## src/rtl/x2050_brkctl_pkg.sv

```systemverilog
// Shared definitions for the channel break-in controller: state encoding,
// default timeout and the two-channel round-robin pick.
package x2050pkg;

  localparam int NCH         = 2;
  localparam int CNT_W       = 8;
  localparam int TIMEOUT_DEF = 255;

  typedef enum logic [1:0] {
    ST_IDLE     = 2'd0,
    ST_SUSPEND  = 2'd1,
    ST_CHAN     = 2'd2,
    ST_BREAKOUT = 2'd3
  } brk_state_e;

  // last_ch1 = 1 means channel 1 owned the datapath most recently.
  function automatic logic [NCH-1:0] rr_pick(input logic [NCH-1:0] req,
                                             input logic            last_ch1);
    logic [NCH-1:0] g;
    g = '0;
    if (req == 2'b11)  g = last_ch1 ? 2'b01 : 2'b10;
    else if (req[0])   g = 2'b01;
    else if (req[1])   g = 2'b10;
    return g;
  endfunction

endpackage

```

## src/rtl/x2050_brkctl.sv

```systemverilog
// Selector-channel break-in controller: suspends the CPU microprogram, hands
// the datapath to one channel, then reloads R from local storage on break-out.
module x2050_brkctl
  import x2050pkg::*;
#(
  parameter int TIMEOUT = TIMEOUT_DEF
) (
  input  logic           i_clk,
  input  logic           i_reset_n,
  input  logic           i_ros_tick,
  input  logic [NCH-1:0] i_chan_req,
  input  logic           i_inhibit,
  input  logic           i_chan_done,
  output logic           o_ros_advance,
  output logic           o_break_out,
  output logic [NCH-1:0] o_grant,
  output logic           o_cpu_hold,
  output logic           o_chan_err
);

  localparam logic [CNT_W-1:0] TO_LAST = CNT_W'(TIMEOUT - 1);

  brk_state_e       r_state;
  brk_state_e       w_next;
  logic [CNT_W-1:0] r_cnt;
  logic [NCH-1:0]   r_grant;
  logic             r_last_ch1;
  logic             r_err;

  logic             w_adv;
  logic             w_brk;
  logic             w_hold;
  logic             w_latch;
  logic             w_timeout;
  logic [NCH-1:0]   w_pick;

  assign w_pick = rr_pick(i_chan_req, r_last_ch1);

  always_comb begin
    w_next    = r_state;
    w_adv     = 1'b0;
    w_brk     = 1'b0;
    w_hold    = 1'b0;
    w_latch   = 1'b0;
    w_timeout = 1'b0;
    case (r_state)
      ST_IDLE: begin
        w_adv = i_ros_tick;
        if (i_ros_tick && (|i_chan_req) && !i_inhibit) begin
          w_next  = ST_SUSPEND;
          w_latch = 1'b1;
        end
      end
      // R stays frozen here so the CPU return point is preserved.
      ST_SUSPEND: begin
        w_hold = 1'b1;
        if (i_ros_tick) w_next = ST_CHAN;
      end
      ST_CHAN: begin
        w_hold    = 1'b1;
        w_adv     = i_ros_tick;
        w_timeout = i_ros_tick && (r_cnt == TO_LAST);
        if (i_ros_tick && (i_chan_done || w_timeout)) w_next = ST_BREAKOUT;
      end
      ST_BREAKOUT: begin
        w_brk = 1'b1;
        w_adv = i_ros_tick;
        if (i_ros_tick) w_next = ST_IDLE;
      end
      default: w_next = ST_IDLE;
    endcase
  end

  always_ff @(posedge i_clk) begin
    if (!i_reset_n) begin
      r_state    <= ST_IDLE;
      r_cnt      <= '0;
      r_grant    <= '0;
      r_last_ch1 <= 1'b1;
      r_err      <= 1'b0;
    end else begin
      r_state <= w_next;
      if (w_latch) begin
        r_grant    <= w_pick;
        r_last_ch1 <= w_pick[1];
      end else if (i_ros_tick && r_state == ST_BREAKOUT) begin
        r_grant <= '0;
      end
      if (i_ros_tick && r_state == ST_SUSPEND)   r_cnt <= '0;
      else if (i_ros_tick && r_state == ST_CHAN) r_cnt <= r_cnt + 1'b1;
      if (w_timeout) r_err <= 1'b1;
    end
  end

  assign o_ros_advance = w_adv;
  assign o_break_out   = w_brk;
  assign o_cpu_hold    = w_hold;
  assign o_grant       = r_grant;
  assign o_chan_err    = r_err;

endmodule

```

## config.mk

```make
export PLATFORM = sky130hd
export DESIGN_NAME = x2050_brkctl
export DESIGN_NICKNAME = d
export VERILOG_FILES = /design/src/rtl/x2050_brkctl_pkg.sv /design/src/rtl/x2050_brkctl.sv
export SDC_FILE = /design/constraint.sdc
export NUM_CORES = 1
export LEC_CHECK = 0
export ABC_AREA = 1
export ABC_CLOCK_PERIOD_IN_PS = 1500
export CORE_UTILIZATION = 50
export DETAILED_ROUTE_END_ITERATION = 6
export PLACE_DENSITY = 0.84
export SYNTH_ARGS = -nofsm -noshare
export SYNTH_HDL_FRONTEND = slang
export SYNTH_SLANG_ARGS = --single-unit
```

## constraint.sdc

```tcl
create_clock -name i_clk -period 1.5 [get_ports i_clk]
set_input_delay 0.375 -clock i_clk [delete_from_list [all_inputs] [get_ports i_clk]]
set_output_delay 0.375 -clock i_clk [all_outputs]
set_load 0.005 [all_outputs]
```

==> results of run 1 <==
-- cells in the final DEF (no fill, tap or decap), drive strengths merged, types with 2 or more instances in the layout --
cell           netlist  final
a21oi               12     12
clkdlybuf4s50        0      5
o211ai               5      5
o21a                 2      2
nand2               15     15
nand3                2      2
ha                   7      7
dfxtp               14     14
nand4                2      2
nor2                14     14
o21ai                4      4
buf                  0     24
dlymetal6s2s         0      2
inv                 15     15
dlygate4sd2          0      2
clkbuf               0      3
-- stage by stage --
step | area (sq um) | utilization | hold WS [ns]
finish | 1160 | 0.842 | 0.468
global route | 1160 | 0.842 | 0.506
CTS | 1080 | 0.782 | 0.471
detailed placement | 1030 | 0.748 | 0.454
global placement | 1030 | 0.748 | 0.446
floorplan | 791 | - | 0.459
-- sequential cells by signal (all words and copies together), names as in the netlist --
| name | flops |
|---|---|
| o_grant | 2 |
| o_chan_err | 1 |
| r_last_ch1 | 1 |
| r_state | 2 |
| r_cnt | 8 |
-- cell type report --
type | count | area (sq um) | share of cell area
clock buffer | 3 | 22.5 | 0.0194
inverter | 16 | 61.3 | 0.0527
multi-input combinational | 68 | 497 | 0.427
sequential | 14 | 285 | 0.245
tap | 15 | 18.8 | 0.0161
timing repair buffer | 33 | 279 | 0.240
-- what timing repair did --
action	in CTS	in global routing
pin swaps	2	2
setup buffers	3	4
endpoints found under the setup margin	11	11
resized for setup	21	12
-- power by group through the flow --
stage | registers [W] | clock network (W) | logic (W)
6_report | 0.000453 | 0.000226 | 0.000615
5_1_grt | 0.000455 | 0.000249 | 0.000652
4_1_cts | 0.000445 | 0.000221 | 0.000481
3_5_place_dp | 0.000453 | 0 | 0.000439
3_3_place_gp | 0.000449 | 0 | 0.000416
2_1_floorplan | 0.000449 | 0 | 0.000237
-- path summary, 6_finish.rpt --
| path | from | endpoint | slack (ns) |
|---|---|---|---|
| worst min register to register | o_chan_err$_SDFFE_PN0P_ | o_chan_err$_SDFFE_PN0P_ | 0.47 |
| worst max-delay path | r_state[1]$_SDFFE_PN0P_ | r_cnt[2]$_SDFFE_PP0P_ | -0.005 |
| worst max register to register | r_state[1]$_SDFFE_PN0P_ | r_cnt[2]$_SDFFE_PP0P_ | -0.005 |
| worst min-delay path | o_chan_err$_SDFFE_PN0P_ | o_chan_err$_SDFFE_PN0P_ | 0.47 |
-- cells by family after synthesis --
logic type	synth area share
xor+xnor	0.0111
simple gates	0.253
compound gates	0.193
buf+inv	0.0775
fa+ha+maj	0.111
flops	0.354
-- per-layer routing --
metal | up-vias | wire length, um | part of all wire
met5 | - | 0 | 0
met3 | 6 | 74 | 0.033
met2 | 23 | 1170 | 0.53
li1 | 397 | - | -
met4 | 0 | 44 | 0.020
met1 | 389 | 934 | 0.42
==> impl_metrics.env, run 1 <==
export IMPL_die_x_um=41.8
export IMPL_max_slew_margin=0.807
export IMPL_start_util=0.572
export IMPL_slew_violations=0
export IMPL_synth_area_leaders="dfxtp_1 35%, ha_1 11%, inv_1 6.6%, nand2_1 6.6%, a21oi_1 6.3%"
export IMPL_cts_made_buffers=3
export IMPL_p_sw_w=0.000463
export IMPL_yosysWarnings=0
export IMPL_grt_busiest_layer="met2"
export IMPL_fill_cells=77
export IMPL_synth_seq_area_share=0.354
export IMPL_gp_congestion=0.820
export IMPL_hold_depth=1
export IMPL_syn_num_nets=112
export IMPL_critPathTopFamily="compound AO/OA/AOI/OAI gates"
export IMPL_violations="negative setup slack"
export IMPL_seqPwrFrac=0.350
export IMPL_postCtsHoldBufs=0
export IMPL_die_h_um=41.8
export IMPL_grtUsageMet3=0.0522
export IMPL_rsz0062_at_grt="true"
export IMPL_use_met2=0.434
export IMPL_skew_ns=0.0114
export IMPL_synth_seq_cells=14
export IMPL_via_count=815
export IMPL_io_buffers=12
export IMPL_first_global_vias=772
export IMPL_final_cells=149
export IMPL_final_setup_tns_ns=-0.00488
export IMPL_required_ns=1.73
export IMPL_min_period_ns=1.50
export IMPL_io_pins=13
export IMPL_worst_path_max_fanout=4
export IMPL_synth_edf_count=0
export IMPL_ys_types=25
export IMPL_r2r_cells=7
export IMPL_status="finished with violations"
export IMPL_layout_drive_gt1_share=0.373
export IMPL_async_reset_ff_frac=0
export IMPL_pwr_share_comb=0.475
export IMPL_timing_fmax_ghz=0.665
export IMPL_cp_common_cell="a21oi_1"
export IMPL_fp_row_count=13
export IMPL_p_leak_nw=0.551
export IMPL_dieArea_sq_mm=0.00174
export IMPL_num_nets_final=150
export IMPL_htreeDepth=1
export IMPL_crit_buf_inv=3
export IMPL_hold_class="flop to flop"
export IMPL_power_density_mw_per_mm2=1110
export IMPL_path_cells="inv_2 > buf_4 > ha_1 > a21oi_1 > inv_1 > a21oi_1 > o21a_1"
export IMPL_yosysTopAreaCell="dfxtp_1"
export IMPL_sw_frac_of_total=0.358
export IMPL_layout_setup_ws_ns=-0.00488
export IMPL_syn2layout_area_growth_pct=47.2
export IMPL_critical_path_class="flop to flop"
export IMPL_crit_slowest_cell="dfxtp_2"
export IMPL_clockBufferDepth=2
export IMPL_cp_arrival_ns=1.74
export IMPL_fp_coreArea_sq_mm=0.00138
export IMPL_cts_sinks=14
export IMPL_syn_avg_cell_area_sq_um=8.07
export IMPL_clock_latency_ns=0.29
export IMPL_grt_pass1_wl_um=3410
export IMPL_cp_end_kind="flop"
export IMPL_peakVddDrop_mv=0.968
export IMPL_clock_power_share=0.175
export IMPL_drtIter0Drc=28
export IMPL_yosysTopAreaCellShare=0.354
export IMPL_critPathLaunchType="flop"
export IMPL_cp_depth=7
export IMPL_worst_pin_slew_ns=0.288
export IMPL_critPathMaxStageDelay_ns=0.35
export IMPL_intPower_w=0.000831
export IMPL_dp_hpwl_um=1390
export IMPL_vias_per_cell=5.47
export IMPL_met1_usage=0.320
export IMPL_cts_tree="yes"
export IMPL_antenna_left=0
export IMPL_setup_viol=1
export IMPL_synthCells=98
export IMPL_grt_max_degree=8
export IMPL_pre_cts_slack_ns=-0.381
export IMPL_wl_um=2230
export IMPL_root_buffer="clkbuf_4"
export IMPL_antenna_found_initial=0
export IMPL_dp_cells=139
export IMPL_netlist_area_sq_um=791
export IMPL_grtUsageTotal=0.259
export IMPL_max_cap_violations=0
export IMPL_synth_common_cells="14 x dfxtp_1, 14 x inv_1, 14 x nand2_1, 11 x nor2_1, 10 x a21oi_1"
export IMPL_drtPass1Iterations=4
export IMPL_grt_overflow_total=0
export IMPL_synth_ff_type="dfxtp_1"
export IMPL_avgRoutedWirePerCell_um=14.9
export IMPL_drc=0
export IMPL_hold_viol=0
export IMPL_num_antenna_cells=0
export IMPL_clk_pin_slew_ns=0.09
export IMPL_power_w=0.00129
export IMPL_post_route_period_util=1.00
No activity file was read; power rests on OpenSTA's default activity.
==> run 2: changes to the inputs <==
CELL_PAD_IN_SITES_DETAIL_PLACEMENT = 0   (was unset)
CELL_PAD_IN_SITES_GLOBAL_PLACEMENT = 1   (was unset)
CORE_UTILIZATION = 37   (was 50)
==> impl_metrics.env, run 2 (same netlist as run 1, synthesis figures left out) <==
export IMPL_die_x_um=48.2
export IMPL_grt_pass1_wl_um=2780
export IMPL_startpoint="r_state[0]$_SDFFE_PN0P_"
export IMPL_gp_congestion=0.741
export IMPL_clock_latency_ns=0.29
export IMPL_largest_reg_flops=8
export IMPL_worst_pin_slew_ns=0.322
export IMPL_grtUsageTotal=0.179
export IMPL_critical_path_class="flop to output pin"
export IMPL_num_nets_final=146
export IMPL_clockBufferDepth=2
export IMPL_num_antenna_cells=0
export IMPL_max_cap_violations=0
export IMPL_die_h_um=48.2
export IMPL_cp_end_kind="output pin"
export IMPL_fp_row_count=16
export IMPL_timing_fmax_ghz=0.695
export IMPL_critPathLaunchType="flop"
export IMPL_hold_class="flop to flop"
export IMPL_dieArea_sq_mm=0.00233
export IMPL_fp_coreArea_sq_mm=0.00198
export IMPL_drc=0
export IMPL_antenna_left=0
export IMPL_pre_cts_slack_ns=-0.366
export IMPL_hold_viol=0
export IMPL_clock_power_share=0.228
export IMPL_skew_ns=0.00210
export IMPL_root_buffer="clkbuf_4"
export IMPL_first_global_vias=684
export IMPL_sw_frac_of_total=0.333
export IMPL_dp_cells=154
export IMPL_slew_violations=0
export IMPL_antenna_found_initial=0
export IMPL_pwr_share_comb=0.413
export IMPL_cts_made_buffers=3
export IMPL_postCtsHoldBufs=0
export IMPL_rsz0062_at_grt="false"
export IMPL_dpl_instance_area_sq_mm=0.00107
export IMPL_r2r_start="r_state[0]$_SDFFE_PN0P_"
export IMPL_worst_path_max_fanout=3
export IMPL_required_ns=1.12
export IMPL_wl_um=1700
export IMPL_post_route_period_util=0.960
export IMPL_layout_commonest_cell="buf_4"
export IMPL_io_pins=13
export IMPL_power_density_mw_per_mm2=1080
export IMPL_cts_sinks=14
export IMPL_peakVddDrop_mv=0.900
export IMPL_final_setup_tns_ns=0
export IMPL_via_count=743
export IMPL_vias_per_cell=4.70
export IMPL_grt_overflow_total=0
export IMPL_htreeDepth=1
export IMPL_min_period_ns=1.44
export IMPL_grt_max_degree=9
export IMPL_seqPwrFrac=0.360
export IMPL_regMostFlops="r_cnt"
export IMPL_max_slew_margin=0.784
export IMPL_layout_common_cells="17 x buf_4, 14 x nand2_1, 12 x inv_1, 10 x a21oi_1, 10 x dfxtp_1"
export IMPL_io_buffers=12
export IMPL_cp_endpoint="o_cpu_hold"
export IMPL_layout_setup_ws_ns=0.0605
export IMPL_layout_drive_gt1_share=0.366
export IMPL_clk_pin_slew_ns=0.09
export IMPL_r2r_cells=7
export IMPL_rrSetupSlack_ns=0.11
export IMPL_setup_viol=0
export IMPL_fill_cells=172
export IMPL_cts_tree="yes"
export IMPL_power_w=0.00123
export IMPL_intPower_w=0.000819
export IMPL_drtPass1Iterations=4
export IMPL_p_leak_nw=0.533
export IMPL_multi_input_area_sq_um=484
export IMPL_drtIter0Drc=10
export IMPL_ff_latch_area_sq_um=285
export IMPL_timing_rr_end="r_state[0]$_SDFFE_PN0P_"
export IMPL_status="finished clean"
export IMPL_cp_arrival_ns=1.06
export IMPL_start_util=0.399
export IMPL_design_area_sq_mm=0.00114
export IMPL_final_cells=158
export IMPL_p_sw_w=0.000410
export IMPL_avgRoutedWirePerCell_um=10.8
export IMPL_syn2layout_area_growth_pct=43.7
export IMPL_dp_hpwl_um=1380
==> run 2: final cells by class <==
class | instances | area share
well taps | 27 | 0.0297
inverters | 16 | 0.0540
clock buffers | 4 | 0.0319
repair buffers | 29 | 0.207
multi-input cells | 68 | 0.426
flip-flops and latches | 14 | 0.251
==> run 2: per-layer routing <==
metal | share of wire | vias to the layer above | track usage
li1 | - | 389 | -
met5 | 0 | - | 0
met3 | 0.028 | 2 | 0.0444
met1 | 0.46 | 342 | 0.213
met4 | 0.016 | 0 | 0.100
met2 | 0.49 | 10 | 0.293
==> run 2: per-stage QoR <==
stage	hold WS [ns]	util
after floorplan	0.459	-
after global routing	0.515	0.573
after CTS	0.478	0.561
after detailed placement	0.463	0.541
final	0.466	0.573
after global placement	0.450	0.541
==> run 2: power by group through the flow <==
| stage | logic [W] | clock network, W | registers [W] |
|---|---|---|---|
| finish | 0.000507 | 0.000280 | 0.000442 |
| global route | 0.000567 | 0.000304 | 0.000447 |
| CTS | 0.000486 | 0.000291 | 0.000442 |
| detailed placement | 0.000477 | 0 | 0.000445 |
| global placement | 0.000457 | 0 | 0.000442 |
| floorplan | 0.000237 | 0 | 0.000449 |
==> run 2: worst max-delay path, cell delays in order, from the launching register on <==
cell     delay (ns)
dfxtp_2        0.36
inv_2          0.05
ha_4           0.26
buf_2          0.11
==> run 2: how the worst min path moves through the flow <==
stage / startpoint / end / slack [ns] / cells after the start
after detailed placement: o_chan_err$_SDFFE_PN0P_ / o_chan_err$_SDFFE_PN0P_ / 0.46 / 1
after global routing: o_chan_err$_SDFFE_PN0P_ / o_chan_err$_SDFFE_PN0P_ / 0.51 / 1
after global placement: o_chan_err$_SDFFE_PN0P_ / o_chan_err$_SDFFE_PN0P_ / 0.45 / 1
after floorplan: r_cnt[3]$_SDFFE_PP0P_ / r_cnt[3]$_SDFFE_PP0P_ / 0.46 / 2
after CTS: o_chan_err$_SDFFE_PN0P_ / o_chan_err$_SDFFE_PN0P_ / 0.48 / 1
final: o_chan_err$_SDFFE_PN0P_ / o_chan_err$_SDFFE_PN0P_ / 0.47 / 1
==> run 2: timing repair <==
| item | in CTS | in global routing |
|---|---|---|
| pin swaps | 1 | 2 |
| setup endpoints to repair | 6 | 10 |
| buffers inserted | 0 | 0 |
| gates resized for setup | 21 | 8 |
| hold endpoints to repair | 0 | 0 |
==> run 3: changes to the inputs <==
==> constraint.sdc (replaced) <==
create_clock -name i_clk -period 1.5 [get_ports i_clk]
set_input_delay 0.375 -clock i_clk [delete_from_list [all_inputs] [get_ports i_clk]]
set_output_delay 0.375 -clock i_clk [all_outputs]
set_load 0.02 [all_outputs]
==> impl_metrics.env, run 3 (same netlist as run 1, synthesis figures left out) <==
export IMPL_r2r_cells=11
export IMPL_via_count=717
export IMPL_grt_pass1_wl_um=2350
export IMPL_layout_common_cells="18 x buf_4, 14 x nand2_1, 12 x inv_1, 12 x dfxtp_1"
export IMPL_first_global_vias=620
export IMPL_gp_congestion=0.729
export IMPL_slew_violations=0
export IMPL_drtIter0Drc=12
export IMPL_dp_hpwl_um=1230
export IMPL_cts_tree="yes"
export IMPL_antenna_left=0
export IMPL_syn2layout_area_growth_pct=39.9
export IMPL_dieArea_sq_mm=0.00233
export IMPL_critPathMaxStageDelay_ns=0.33
export IMPL_required_ns=1.12
export IMPL_io_buffers=12
export IMPL_wl_um=1510
export IMPL_timing_fmax_ghz=0.684
export IMPL_die_h_um=48.2
export IMPL_num_nets_final=146
export IMPL_crit_buf_inv=2
export IMPL_avgRoutedWirePerCell_um=9.59
export IMPL_drc=0
export IMPL_layout_drive_gt1_share=0.331
export IMPL_critical_path_class="flop to output pin"
export IMPL_die_x_um=48.2
export IMPL_rrSetupSlack_ns=0.08
export IMPL_min_period_ns=1.46
export IMPL_power_density_mw_per_mm2=1070
export IMPL_hold_depth=1
export IMPL_cp_depth=3
export IMPL_pre_cts_slack_ns=-0.471
export IMPL_max_slew_margin=0.810
export IMPL_cp_end_kind="output pin"
export IMPL_grtUsageTotal=0.151
export IMPL_fp_row_count=16
export IMPL_start_util=0.399
export IMPL_layout_setup_ws_ns=0.0373
export IMPL_skew_ns=0.00712
export IMPL_htreeDepth=1
export IMPL_final_cells=157
export IMPL_clockBufferDepth=2
export IMPL_num_antenna_cells=0
export IMPL_fill_cells=181
export IMPL_ff_latch_area_sq_um=283
export IMPL_regMostFlops="r_cnt"
export IMPL_largest_reg_flops=8
export IMPL_fp_coreArea_sq_mm=0.00198
export IMPL_vias_per_cell=4.57
export IMPL_hold_viol=0
export IMPL_clock_latency_ns=0.28
export IMPL_antenna_found_initial=0
export IMPL_path_cells="buf_4 > ha_1 > buf_2"
export IMPL_dp_cells=154
export IMPL_postCtsHoldBufs=0
export IMPL_max_cap_violations=0
export IMPL_clk_pin_slew_ns=0.08
export IMPL_grt_overflow_total=0
export IMPL_drtPass1Iterations=4
export IMPL_worst_pin_slew_ns=0.283
export IMPL_io_pins=13
export IMPL_layout_commonest_cell="buf_4"
export IMPL_root_buffer="clkbuf_4"
export IMPL_critPathTopFamily="flip-flops"
export IMPL_crit_slowest_cell="dfxtp_2"
export IMPL_final_setup_tns_ns=0
export IMPL_cp_arrival_ns=1.09
export IMPL_critPathLaunchType="flop"
export IMPL_post_route_period_util=0.975
export IMPL_cts_made_buffers=3
export IMPL_peakVddDrop_mv=0.840
export IMPL_p_leak_nw=0.499
export IMPL_cts_sinks=14
export IMPL_rsz0062_at_grt="true"
export IMPL_worst_path_max_fanout=3
export IMPL_status="finished clean"
export IMPL_grt_max_degree=8
export IMPL_setup_viol=0
export IMPL_multi_input_area_sq_um=469
export IMPL_hold_class="flop to flop"
==> run 3: cell count changes in the layout (fill, tap and decap cells not counted), moves of 2 or more <==
cell            delta
dlygate4sd2_1      +2
dfxtp_2            -2
nor2_1             +2
buf_2              -2
nor2_2             -2
dlymetal6s2s_1     -2
dfxtp_1            +2
==> run 3: where the power goes <==
| part | internal [W] | switching (W) |
|---|---|---|
| Clock | 0.0000931 | 0.000113 |
| Combinational | 0.000271 | 0.000263 |
| Sequential | 0.000413 | 0.0000317 |
| Total | 0.000777 | 0.000407 |
==> run 3: worst register-to-register path: cells and delay by family, from the launching register on <==
family | cells | cell delay, ns
adders and majority gates | 1 | 0.20
buffers and inverters | 3 | 0.27
DFF | 1 | 0.35
and+or+nand+nor | 7 | 0.54
==> run 3: cell type report <==
cell class,instances,share of cell area
Multi-Input combinational cell,68,0.424
Sequential cell,14,0.256
Timing Repair Buffer,29,0.214
Inverter,16,0.0554
Tap cell,27,0.0305
Clock buffer,3,0.0204
==> run 3: final timing paths <==
kind                      startpoint                      end
max          r_state[1]$_SDFFE_PN0P_              o_break_out
min          o_chan_err$_SDFFE_PN0P_  o_chan_err$_SDFFE_PN0P_
max reg2reg  r_state[0]$_SDFFE_PN0P_    r_cnt[7]$_SDFFE_PP0P_
min reg2reg  o_chan_err$_SDFFE_PN0P_  o_chan_err$_SDFFE_PN0P_
==> run 3: what timing repair did <==
action / in CTS / in global routing
setup endpoints to repair: 6 / 6
pin swaps: 0 / 3
resized for setup: 19 / 8
setup buffers: 0 / 0
==> run 3: through the flow <==
stage | hold WS, ns | power [W] | cell area [sq um] | utilization
detailed placement | 0.468 | 0.000947 | 1070 | 0.541
finish | 0.475 | 0.00118 | 1110 | 0.558
global route | 0.513 | 0.00126 | 1110 | 0.558
CTS | 0.488 | 0.00114 | 1080 | 0.545
global placement | 0.449 | 0.000932 | 1070 | 0.541
floorplan | 0.459 | 0.000725 | 791 | -
==> run 3: layer usage <==
layer  share of wire  vias to the layer above  global-route usage
met5               0                        -                   0
met4           0.010                        0              0.0500
met3           0.046                        2              0.0667
met2            0.46                       10               0.240
met1            0.48                      315               0.181
li1                -                      390                   -
